### config.mk
export PLATFORM = sky130hd
export DESIGN_NAME = hazard_controller
export DESIGN_NICKNAME = d
export VERILOG_FILES = /design/src/rtl/hazard_controller.sv
export SDC_FILE = /design/constraint.sdc
export NUM_CORES = 1
export LEC_CHECK = 0
export CORE_UTILIZATION = 34
export DETAILED_ROUTE_END_ITERATION = 8
export PLACE_DENSITY_LB_ADDON = 0.1
export SLEW_MARGIN = 5
export SYNTH_ARGS = -nofsm -noshare
export SYNTH_HDL_FRONTEND = slang
export SYNTH_SLANG_ARGS = --single-unit
### constraint.sdc
create_clock -name clk -period 2.5 [get_ports clk]
set_clock_uncertainty 0.1 [all_clocks]
set_input_delay 0.375 -clock clk [delete_from_list [all_inputs] [get_ports clk]]
set_output_delay 0.375 -clock clk [all_outputs]
set_load 0.005 [all_outputs]
### src/rtl/hazard_controller.sv
// Pipeline sequencer for a 5-stage rv32i core: load-use bubbles, cache-miss freezes,
// taken-branch flushes with a redirect held across an outstanding fetch, and perf counters.
module hazard_controller #(
  parameter int CNT_W = 32
) (
  input  logic             clk,
  input  logic             rst_n,
  input  logic [4:0]       if_id_rs1,
  input  logic [4:0]       if_id_rs2,
  input  logic             if_id_use_rs1,
  input  logic             if_id_use_rs2,
  input  logic [4:0]       id_ex_rd,
  input  logic             id_ex_ld_regfile,
  input  logic             id_ex_dmem_read,
  input  logic             imem_read,
  input  logic             imem_resp,
  input  logic             dmem_read,
  input  logic             dmem_write,
  input  logic             dmem_resp,
  input  logic             br_taken_ex,
  input  logic [31:0]      br_target_ex,
  output logic             ld_pc,
  output logic             ld_if_id,
  output logic             ld_id_ex,
  output logic             ld_ex_mem,
  output logic             ld_mem_wb,
  output logic             bubble_id_ex,
  output logic             flush_if_id,
  output logic             pc_redirect,
  output logic [31:0]      pc_redirect_addr,
  output logic [CNT_W-1:0] stall_cnt,
  output logic [CNT_W-1:0] flush_cnt,
  output logic [CNT_W-1:0] lu_cnt
);

  typedef enum logic {RUN, REDIRECT_WAIT} state_e;

  state_e             state_q, state_d;
  logic [31:0]        redirect_q, redirect_d;
  logic [CNT_W-1:0]   stall_cnt_q, stall_cnt_d;
  logic [CNT_W-1:0]   flush_cnt_q, flush_cnt_d;
  logic [CNT_W-1:0]   lu_cnt_q, lu_cnt_d;
  logic               dbusy, ibusy, lu, lu_bubble;

  assign dbusy = (dmem_read | dmem_write) & ~dmem_resp;
  assign ibusy = imem_read & ~imem_resp;
  // A load into x0 never produces a value, so it cannot create a hazard.
  assign lu    = id_ex_dmem_read & id_ex_ld_regfile & (id_ex_rd != 5'd0) &
                 ((if_id_use_rs1 & (id_ex_rd == if_id_rs1)) |
                  (if_id_use_rs2 & (id_ex_rd == if_id_rs2)));

  // NOTE: sequential state uses non-blocking assignments so every flop samples pre-edge values.
  always_ff @(posedge clk or negedge rst_n) begin
    if (!rst_n) begin
      state_q     <= RUN;
      redirect_q  <= '0;
      stall_cnt_q <= '0;
      flush_cnt_q <= '0;
      lu_cnt_q    <= '0;
    end else begin
      state_q     <= state_d;
      redirect_q  <= redirect_d;
      stall_cnt_q <= stall_cnt_d;
      flush_cnt_q <= flush_cnt_d;
      lu_cnt_q    <= lu_cnt_d;
    end
  end

  // NOTE: every always_comb output gets a default first, so no path can infer a latch.
  always_comb begin
    state_d    = state_q;
    redirect_d = redirect_q;
    unique case (state_q)
      RUN: begin
        if (!dbusy && br_taken_ex && ibusy) begin
          state_d    = REDIRECT_WAIT;
          redirect_d = br_target_ex;
        end
      end
      REDIRECT_WAIT: begin
        if (!ibusy) state_d = RUN;
      end
      default: state_d = RUN;
    endcase
  end

  // Outputs are gated by rst_n so the whole pipe is frozen the instant reset asserts.
  always_comb begin
    ld_pc            = 1'b0;
    ld_if_id         = 1'b0;
    ld_id_ex         = 1'b0;
    ld_ex_mem        = 1'b0;
    ld_mem_wb        = 1'b0;
    bubble_id_ex     = 1'b0;
    flush_if_id      = 1'b0;
    pc_redirect      = 1'b0;
    pc_redirect_addr = '0;
    lu_bubble        = 1'b0;
    if (rst_n) begin
      unique case (state_q)
        RUN: begin
          if (dbusy) begin
            // whole pipe frozen; a branch in EX is re-evaluated once data returns
          end else if (br_taken_ex && !ibusy) begin
            {ld_pc, ld_if_id, ld_id_ex, ld_ex_mem, ld_mem_wb} = '1;
            pc_redirect      = 1'b1;
            pc_redirect_addr = br_target_ex;
            flush_if_id      = 1'b1;
            bubble_id_ex     = 1'b1;
          end else if (br_taken_ex) begin
            {ld_id_ex, ld_ex_mem, ld_mem_wb} = '1;
            bubble_id_ex = 1'b1;
          end else if (ibusy) begin
            // fetch outstanding: hold everything
          end else if (lu) begin
            {ld_id_ex, ld_ex_mem, ld_mem_wb} = '1;
            bubble_id_ex = 1'b1;
            lu_bubble    = 1'b1;
          end else begin
            {ld_pc, ld_if_id, ld_id_ex, ld_ex_mem, ld_mem_wb} = '1;
          end
        end
        REDIRECT_WAIT: begin
          if (!dbusy) begin
            {ld_id_ex, ld_ex_mem, ld_mem_wb} = '1;
            bubble_id_ex = 1'b1;
          end
          if (!ibusy) begin
            ld_pc            = 1'b1;
            ld_if_id         = 1'b1;
            pc_redirect      = 1'b1;
            pc_redirect_addr = redirect_q;
            flush_if_id      = 1'b1;
          end
        end
        default: ;
      endcase
    end
  end

  always_comb begin
    stall_cnt_d = stall_cnt_q + (ld_pc ? CNT_W'(0) : CNT_W'(1));
    flush_cnt_d = flush_cnt_q + (flush_if_id ? CNT_W'(1) : CNT_W'(0));
    lu_cnt_d    = lu_cnt_q + (lu_bubble ? CNT_W'(1) : CNT_W'(0));
  end

  assign stall_cnt = stall_cnt_q;
  assign flush_cnt = flush_cnt_q;
  assign lu_cnt    = lu_cnt_q;

endmodule
# After elaboration in Yosys (flattened, before gate mapping)
# Index checks and enable logic that the tools add are counted.
dict set report op_classes {
  addsub 3
  eq_ne 2
  n_mux 41
  bitwise 12
  reduce_logical 7
}
# op count
set op_table {}
lappend op_table {{2-to-1 mux 32 bit} 4}
lappend op_table {{adder 32 x 1 -> 32 bit} 3}
lappend op_table {{one-hot mux 32 bit (2 select lines)} 1}
lappend op_table {{2-to-1 mux 1 bit} 31}
lappend op_table {{== test 5 bit} 2}
lappend op_table {{one-hot mux 1 bit (2 select lines)} 5}
lappend op_table {{AND 1 bit} 7}
lappend op_table {{nonzero test 5 bit} 1}
lappend op_table {{logical AND 1 bit} 3}
lappend op_table {{inverter 1 bit} 3}
lappend op_table {{logical NOT 1 bit} 2}
lappend op_table {{OR 1 bit} 2}
lappend op_table {{AND reduction 2 bit} 1}
dict set report totals {
  reg_bits 129
  input_bits 59
  output_inout_bits 136
  word_cells 70
}

# Logic depth before layout (Yosys ltp)
# Gate-level depths: netlist (run 1).
dict set report depth {
  depth_word 13
  ltp_mapped 12
  depth_no_buf 12
}

# Least setup slack after synthesis (run 1)
# No wires, ideal clock.
dict set report synth_timing {
  kind {input -> register}
  from {input dmem_write}
  to {register lu_cnt_q[26] (netlist: lu_cnt[26])}
  setup_ns 0.124
  t_arrival_ns 2.355
  t_required_ns 2.276
  path_slack_ns -0.079
  stages 11
  n_path_buf 0
  path_cell_list {o21bai_1 -> nand2_1 -> nor2_1 -> nand3_1 -> nor3_1 -> ha_1 -> ha_1 -> nand4_1 -> nor4_1 -> nand3_1 -> xnor2_1}
}
dict set report synth_via {
  elab_chain_cells 7
}
# element line_no
set synth_rtl {}
lappend synth_rtl {{from (decl)} 18} ;# input logic dmem_write,
lappend synth_rtl {{OR 1 bit} 45} ;# assign dbusy = (dmem_read | dmem_write) & ~dmem_resp;
lappend synth_rtl {{AND 1 bit} 45}
lappend synth_rtl {{2-to-1 mux 1 bit} 102} ;# if (dbusy) begin
lappend synth_rtl {{2-to-1 mux 1 bit} 100} ;# unique case (state_q)
lappend synth_rtl {{2-to-1 mux 1 bit} 99} ;# if (rst_n) begin
lappend synth_rtl {{2-to-1 mux 1 bit} 144} ;# lu_cnt_d = lu_cnt_q + (lu_bubble ? CNT_W'(1) : CNT_W'(0));
lappend synth_rtl {{adder 32 x 1 -> 32 bit} 144}
lappend synth_rtl {{named net lu_cnt_d[26]} 42} ;# logic [CNT_W-1:0] lu_cnt_q, lu_cnt_d;
lappend synth_rtl {{to (signal assigned)} 65} ;# lu_cnt_q <= lu_cnt_d;
lappend synth_rtl {{to (decl)} 42}
# The timed path passes the listed nets, and every way through them passes these cells.
# A chain may end at the register's enable or synchronous reset.

# Worst setup path after layout (run 1)
dict set report layout_timing {
  from {input dmem_read}
  to {output ld_id_ex}
}
dict set report layout_via {
  elab_chain_cells 5
  elab_cells_between_ends 6
  classes_between {4 x mux; 2 x bitwise}
}
# element line_no
set layout_rtl {}
lappend layout_rtl {{from (decl)} 17} ;# input logic dmem_read,
lappend layout_rtl {{OR 1 bit *} 45}
lappend layout_rtl {{AND 1 bit *} 45}
lappend layout_rtl {{2-to-1 mux 1 bit (on tied branches)} {124, 102}}
lappend layout_rtl {{one-hot mux 1 bit (2 select lines) *} 100}
lappend layout_rtl {{2-to-1 mux 1 bit *} 99}
lappend layout_rtl {{to (decl)} 24} ;# output logic ld_id_ex,
# Every way passes the cells marked *; elsewhere a longest branch is shown, timed or not.

==> results.ini, run 1 <==
[synthesis]
synthCells = 532
synth_area_per_cell_um2 = 11.35
synth_top_area_share = 0.5348
ys_seq_area_frac = 0.5348
synth_seq_cells = 129
synth-edff-count = 0
yosys.area.top_type = dfrtp_1
synthTopCellsByArea = dfrtp_1 53%, xnor2_1 11%, mux2_2 5.6%, a22oi_1 4.0%, xor2_1 3.8%
yosys.cell_types.count = 37
synthArstFlopShare = 1.000
ys.flop_type = dfrtp_1
syn-num-nets = 597
yosysWarnings = 0
syn_area_mm2 = 0.006036

[routing]
dr.pass1.iters = 4
drc = 0
num_vias = 4863
ant_nets = 0
drt_iter0_drc = 203
vias_per_cell = 4.735
totalWireLength_um = 15480
routedWlPerCell_um = 15.07

[grt]
grt_util_all_layers = 0.1742
grt_start_max_net_pins = 144
grt_pass1_wl_um = 24870
grt_overflow = 0
grt_pass1_vias = 4930
antenna_found_initial = 1

[worst_setup_path]
critPathCaptureType = primary output
r2r_start = state_q
start_kind = primary input
max_stage_delay_ps = 490
crit_path_frequent_cell = buf_4
cp_slowest_cell = clkdlybuf4s50_1
crit_arrival_ps = 1960
crit_start = dmem_read
worstPathMaxFanout = 3
required_ps = 2030
path_delay_family = buffers and inverters
crit_path_cell_trace = clkdlybuf4s15_1 > o21bai_4 > buf_6 > nand2_4 > buf_4 > buf_4 > a21oi_1 > buf_4 > clkdlybuf4s50_1
path_buf_inv = 6
path_class = in -> out

[layout]
nNetsFinal = 853
syn_to_final_growth_pct = 56.90
drive_gt1_frac = 0.2684
post-route-util = 0.5475
fillers = 1493

[sta]
tightest_slew_ps = 677.3
whs_ps = 16.48
max_slew_margin = 0.5485
fmax_ghz = 0.4114
hold_viol = 0
finalMaxSlewViolations = 0
setup_viol = 0
period_share = 0.9724
setup_slack_ps = 69.03
post-route-min-period_ps = 2431

[floorplanning]
core_mm2 = 0.01730
start_util = 0.3490
die_width_um = 135.2
die_h_um = 135.2
die_area_mm2 = 0.01829
fp-row-count = 48
io_pins = 195

[clock_tree]
cts-buffers-inserted = 17
clock_latency_ps = 420
cts-root-buf = clkbuf_16
htree_levels = 4
clk_pin_slew_worst_paths_ps = 60
cts_tree = done
cts.path.max_buffers = 2
clkSinkCount = 129

[placed_design]
routabilityCongestion = 0.7699
io_buffers = 194
post-place-ws_ps = -870.1
place_hpwl_um = 10690

[power]
power_density_mw_per_mm2 = 637.4
p_leak_nw = 4.210
peakVddDrop_uv = 470.6
power.total_mw = 6.036

[run_status]
outcome = complete, no violations

[min_path]
hold_path_class = in -> async

[flow_run]
drv_cap = 0

sequential cells by signal (all words and copies together) (netlist names):
signal      count
redirect_q     32
stall_cnt      32
state_q         1
flush_cnt      32
lu_cnt         32
metal layers:
layer	wire, µm	global-route usage	up-vias
met5	0	0	-
met4	197	0.06305	0
met3	1197	0.05686	19
met2	7255	0.2764	151
met1	6826	0.2214	2341
li1	-	-	2352
layout make-up:
cell class / instances / area (µm²) / share of cell area
Antenna cell: 1 / 2.502 / 0.0002642
Clock buffer: 19 / 452.9 / 0.04783
Clock inverter: 13 / 175.2 / 0.01850
Inverter: 8 / 30.03 / 0.003171
Multi-Input combinational cell: 377 / 2988 / 0.3155
Sequential cell: 129 / 3228 / 0.3409
Tap cell: 225 / 281.5 / 0.02973
Timing Repair Buffer: 255 / 2312 / 0.2442
worst register-to-register path, delay by kind of cell (launching register included):
kind | cells | cell delay [ps]
buf+inv | 1 | 150
fa+ha+maj | 1 | 230
flops | 1 | 400
xor+xnor | 1 | 160
simple gates | 5 | 910
compound gates | 2 | 230
cell usage after synthesis (all sizes together) (3+ instances only):
master and count:
dfrtp 129, xnor2 74, nand2 42, nand3 40
nor2b 33, a22oi 32, mux2 32, xor2 26
nor2 25, nand4 17, clkbuf 11, and3 10
nor3 9, inv 8, buf 7, and4 6
ha 6, nor4 4, or2 4, a21oi 3
kinds of logic after synthesis:
family                     count (synthesis)  synth area share
AOI/OAI and AO/OA                         40           0.04830
xor gates and xnor gates                 100            0.1451
adders and majority gates                  6           0.01244
buffers and inverters                     26           0.01866
DFF                                      129            0.5348
muxes                                     32           0.05970
and+or+nand+nor                          199            0.1810
metrics by stage:
| step | setup TNS [ps] | instance area, µm² | std cells |
|---|---|---|---|
| 6_report | 0 | 9470 | 1027 |
| 5_1_grt | -28.81 | 9470 | 1027 |
| 4_1_cts | 0 | 9412 | 1020 |
| 3_5_place_dp | -64550 | 8524 | 971 |
| 3_3_place_gp | -61180 | 8524 | 971 |
| 2_1_floorplan | 0 | 6042 | 532 |
what timing repair did:
item,in CTS,in global routing
gates cloned,2,0
pin swaps,30,24
hold buffers,1,0
buffers inserted,14,7
gates resized for setup,164,66
setup endpoints to repair,98,66
endpoints found under the hold margin,18,0
worst paths after layout:
kind	endpoint	slack (ps)	cells after the start
max	ld_id_ex	70	9
min	lu_cnt[25]	20	2
max reg2reg	stall_cnt[27]	220	10
min reg2reg	lu_cnt[31]	370	1
max in group asynchronous	stall_cnt[12]	1590	3
min in group clk	state_q	220	3
power by group:
part           total [mW]  internal [mW]  switching (mW)
sequential           2.50           2.30           0.198
combinational       0.918          0.566           0.352
clock                2.62           1.64           0.976
total                6.04           4.51            1.53
cell usage in the layout (no fill, tap or decap), drive strengths merged, types with 10 or more instances in the layout:
master | synthesis | layout
buf | 7 | 74
xnor2 | 74 | 74
a22oi | 32 | 32
nor2 | 25 | 25
and3 | 10 | 10
xor2 | 26 | 26
dfrtp | 129 | 129
inv | 8 | 13
nand2 | 42 | 42
clkdlybuf4s50 | 0 | 135
nand4 | 17 | 17
nor2b | 33 | 33
nand3 | 40 | 40
mux2 | 32 | 32
clkbuf | 11 | 47
(Power assumes the default switching activity.)
==> inputs of run 2 (changes only) <==
==> constraint.sdc (replaced) <==
create_clock -name clk -period 2.25 [get_ports clk]
set_clock_uncertainty 0.1 [all_clocks]
set_input_delay 0.3375 -clock clk [delete_from_list [all_inputs] [get_ports clk]]
set_output_delay 0.3375 -clock clk [all_outputs]
set_load 0.005 [all_outputs]
==> results.ini, run 2 (synthesis gave the netlist of run 1 again) <==
[run_status]
outcome = finished with violations
violations = negative setup slack

[clock_tree]
clk_pin_slew_worst_paths_ps = 50  ; about the same
cts.path.max_buffers = 2  ; unchanged
cts-buffers-inserted = 17  ; unchanged
clkSinkCount = 129  ; unchanged
cts_tree = done
htree_levels = 4  ; unchanged
cts-root-buf = clkbuf_16
clock_latency_ps = 420  ; about the same

[worst_setup_path]
crit_arrival_ps = 1930  ; -30 ps
r2r_slack_ps = -40  ; -260 ps
reg2regPathDepth = 10  ; unchanged
required_ps = 1810  ; -220 ps
path_class = reg -> out
regToRegEndpoint = lu_cnt[26]
r2r_start = state_q
start_kind = register
worstPathMaxFanout = 5  ; +2
critPathCaptureType = primary output

[sta]
rsz0062_at_grt = true
max_slew_margin = 0.4760  ; -0.07250
whs_ps = 169.3  ; +152.8 ps
post-route-min-period_ps = 2365
fmax_ghz = 0.4227
setup_slack_ps = -115.5  ; -184.5 ps
finalMaxSlewViolations = 0  ; unchanged
period_share = 1.051
tightest_slew_ps = 786.1  ; +108.8 ps
setup_viol = 27  ; +27
hold_viol = 0  ; unchanged

[grt]
grt_util_all_layers = 0.1924  ; +0.01820
grt_overflow = 0  ; unchanged
grt_pass1_vias = 5240  ; +6.3%
antenna_found_initial = 3  ; +2
grt_start_max_net_pins = 63  ; -56%
grt_pass1_wl_um = 26990  ; +8.5%

[routing]
num_vias = 5056  ; +4.0%
drt_iter0_drc = 169  ; -17%
routedWlPerCell_um = 16.58  ; +10%
dr.pass1.iters = 4  ; unchanged
totalWireLength_um = 17310  ; +12%
ant_nets = 0  ; unchanged
vias_per_cell = 4.843  ; +2.3%
drc = 0  ; unchanged

[min_path]
hold_path_class = in -> async

[floorplanning]
fp-row-count = 48  ; unchanged
die_h_um = 135.2  ; unchanged
die_area_mm2 = 0.01829  ; unchanged
die_width_um = 135.2  ; unchanged
start_util = 0.3490  ; unchanged
io_pins = 195  ; unchanged
core_mm2 = 0.01730  ; unchanged

[layout]
drive_gt1_frac = 0.3464  ; +0.07797
syn_to_final_growth_pct = 66.44
nNetsFinal = 869  ; +1.9%
instances_no_fill = 1044  ; +1.7%
final_cell_mix = 128 x dfrtp_1, 128 x clkdlybuf4s50_1, 66 x xnor2_1, 48 x buf_4, 32 x nor2b_1
post-route-util = 0.5808  ; +0.03328

[placed_design]
place_hpwl_um = 11620  ; +8.7%
dpl.cell_count = 978  ; +0.72%
routabilityCongestion = 0.7937  ; +3.1%
post-place-ws_ps = -1017  ; -147.0 ps
io_buffers = 194  ; unchanged

[power]
power_density_mw_per_mm2 = 681.0  ; +6.8%
peakVddDrop_uv = 558.9  ; +19%
p_leak_nw = 4.441  ; +5.5%

[flow_run]
drv_cap = 0  ; unchanged

-- run 2: worst max-delay path by stage --
stage                             from  slack (ps)  depth (start not counted)             endpoint
after global routing      if_id_rs2[2]        -220                         14           lu_cnt[26]
final                          state_q        -120                          8  pc_redirect_addr[3]
after global placement     id_ex_rd[4]        -910                         12           lu_cnt[26]
after CTS                 if_id_rs1[2]        -220                         12           lu_cnt[25]
after detailed placement   id_ex_rd[2]       -1020                         12           lu_cnt[26]
after floorplan            id_ex_rd[2]        -110                         11           lu_cnt[27]
-- run 2: where the power goes --
part / switching (mW) / internal, mW / total (mW) / leakage, nW
sequential: 0.238 / 2.56 / 2.80 / 1.71
clock: 1.02 / 1.94 / 2.96 / 0.310
combinational: 0.415 / 0.669 / 1.08 / 2.42
-- run 2: timing repair --
action	CTS	global route
cloned	3	2
hold endpoints to repair	43	1
setup endpoints to repair	107	84
pin swaps	59	60
hold buffers	1	1
gates resized for setup	273	62
setup buffers	21	10
-- run 2: metal layers --
metal / vias up / routed length [µm] / share of wire / global-route usage
met5: - / 17 / 0.00098 / 0
met4: 2 / 423 / 0.024 / 0.07303
met3: 27 / 1064 / 0.061 / 0.05874
met1: 2499 / 7155 / 0.41 / 0.2316
li1: 2394 / - / - / -
met2: 134 / 8650 / 0.50 / 0.3219
-- run 2: area by class of cell --
| type | count | area [µm²] |
|---|---|---|
| fillers | 1456 | 7251 |
| multi-input cells | 377 | 3297 |
| flip-flops and latches | 129 | 3229 |
| repair buffers | 271 | 2572 |
| clock buffers | 22 | 474.2 |
| well taps | 225 | 281.5 |
| clock inverters | 10 | 156.4 |
| inverters | 8 | 30.03 |
| diodes | 2 | 5.005 |
-- run 2: per-stage QoR --
stage               instance area (µm²)  total power, mW  TNS, ps
floorplan                          6178            3.146    -1019
global placement                   8701            3.743   -72400
detailed placement                 8701            3.782   -76300
CTS                                9738            6.865    -5389
global route                      10050            7.147    -5815
finish                            10050            6.841    -1562
-- run 2: worst max-delay path, stage by stage (launching register included) --
cell and delay, ps:
dfrtp_2 450, nor3_4 240, buf_6 150, buf_6 80
buf_6 110, buf_12 130, a22oi_2 70, nor2b_1 160
buf_2 140
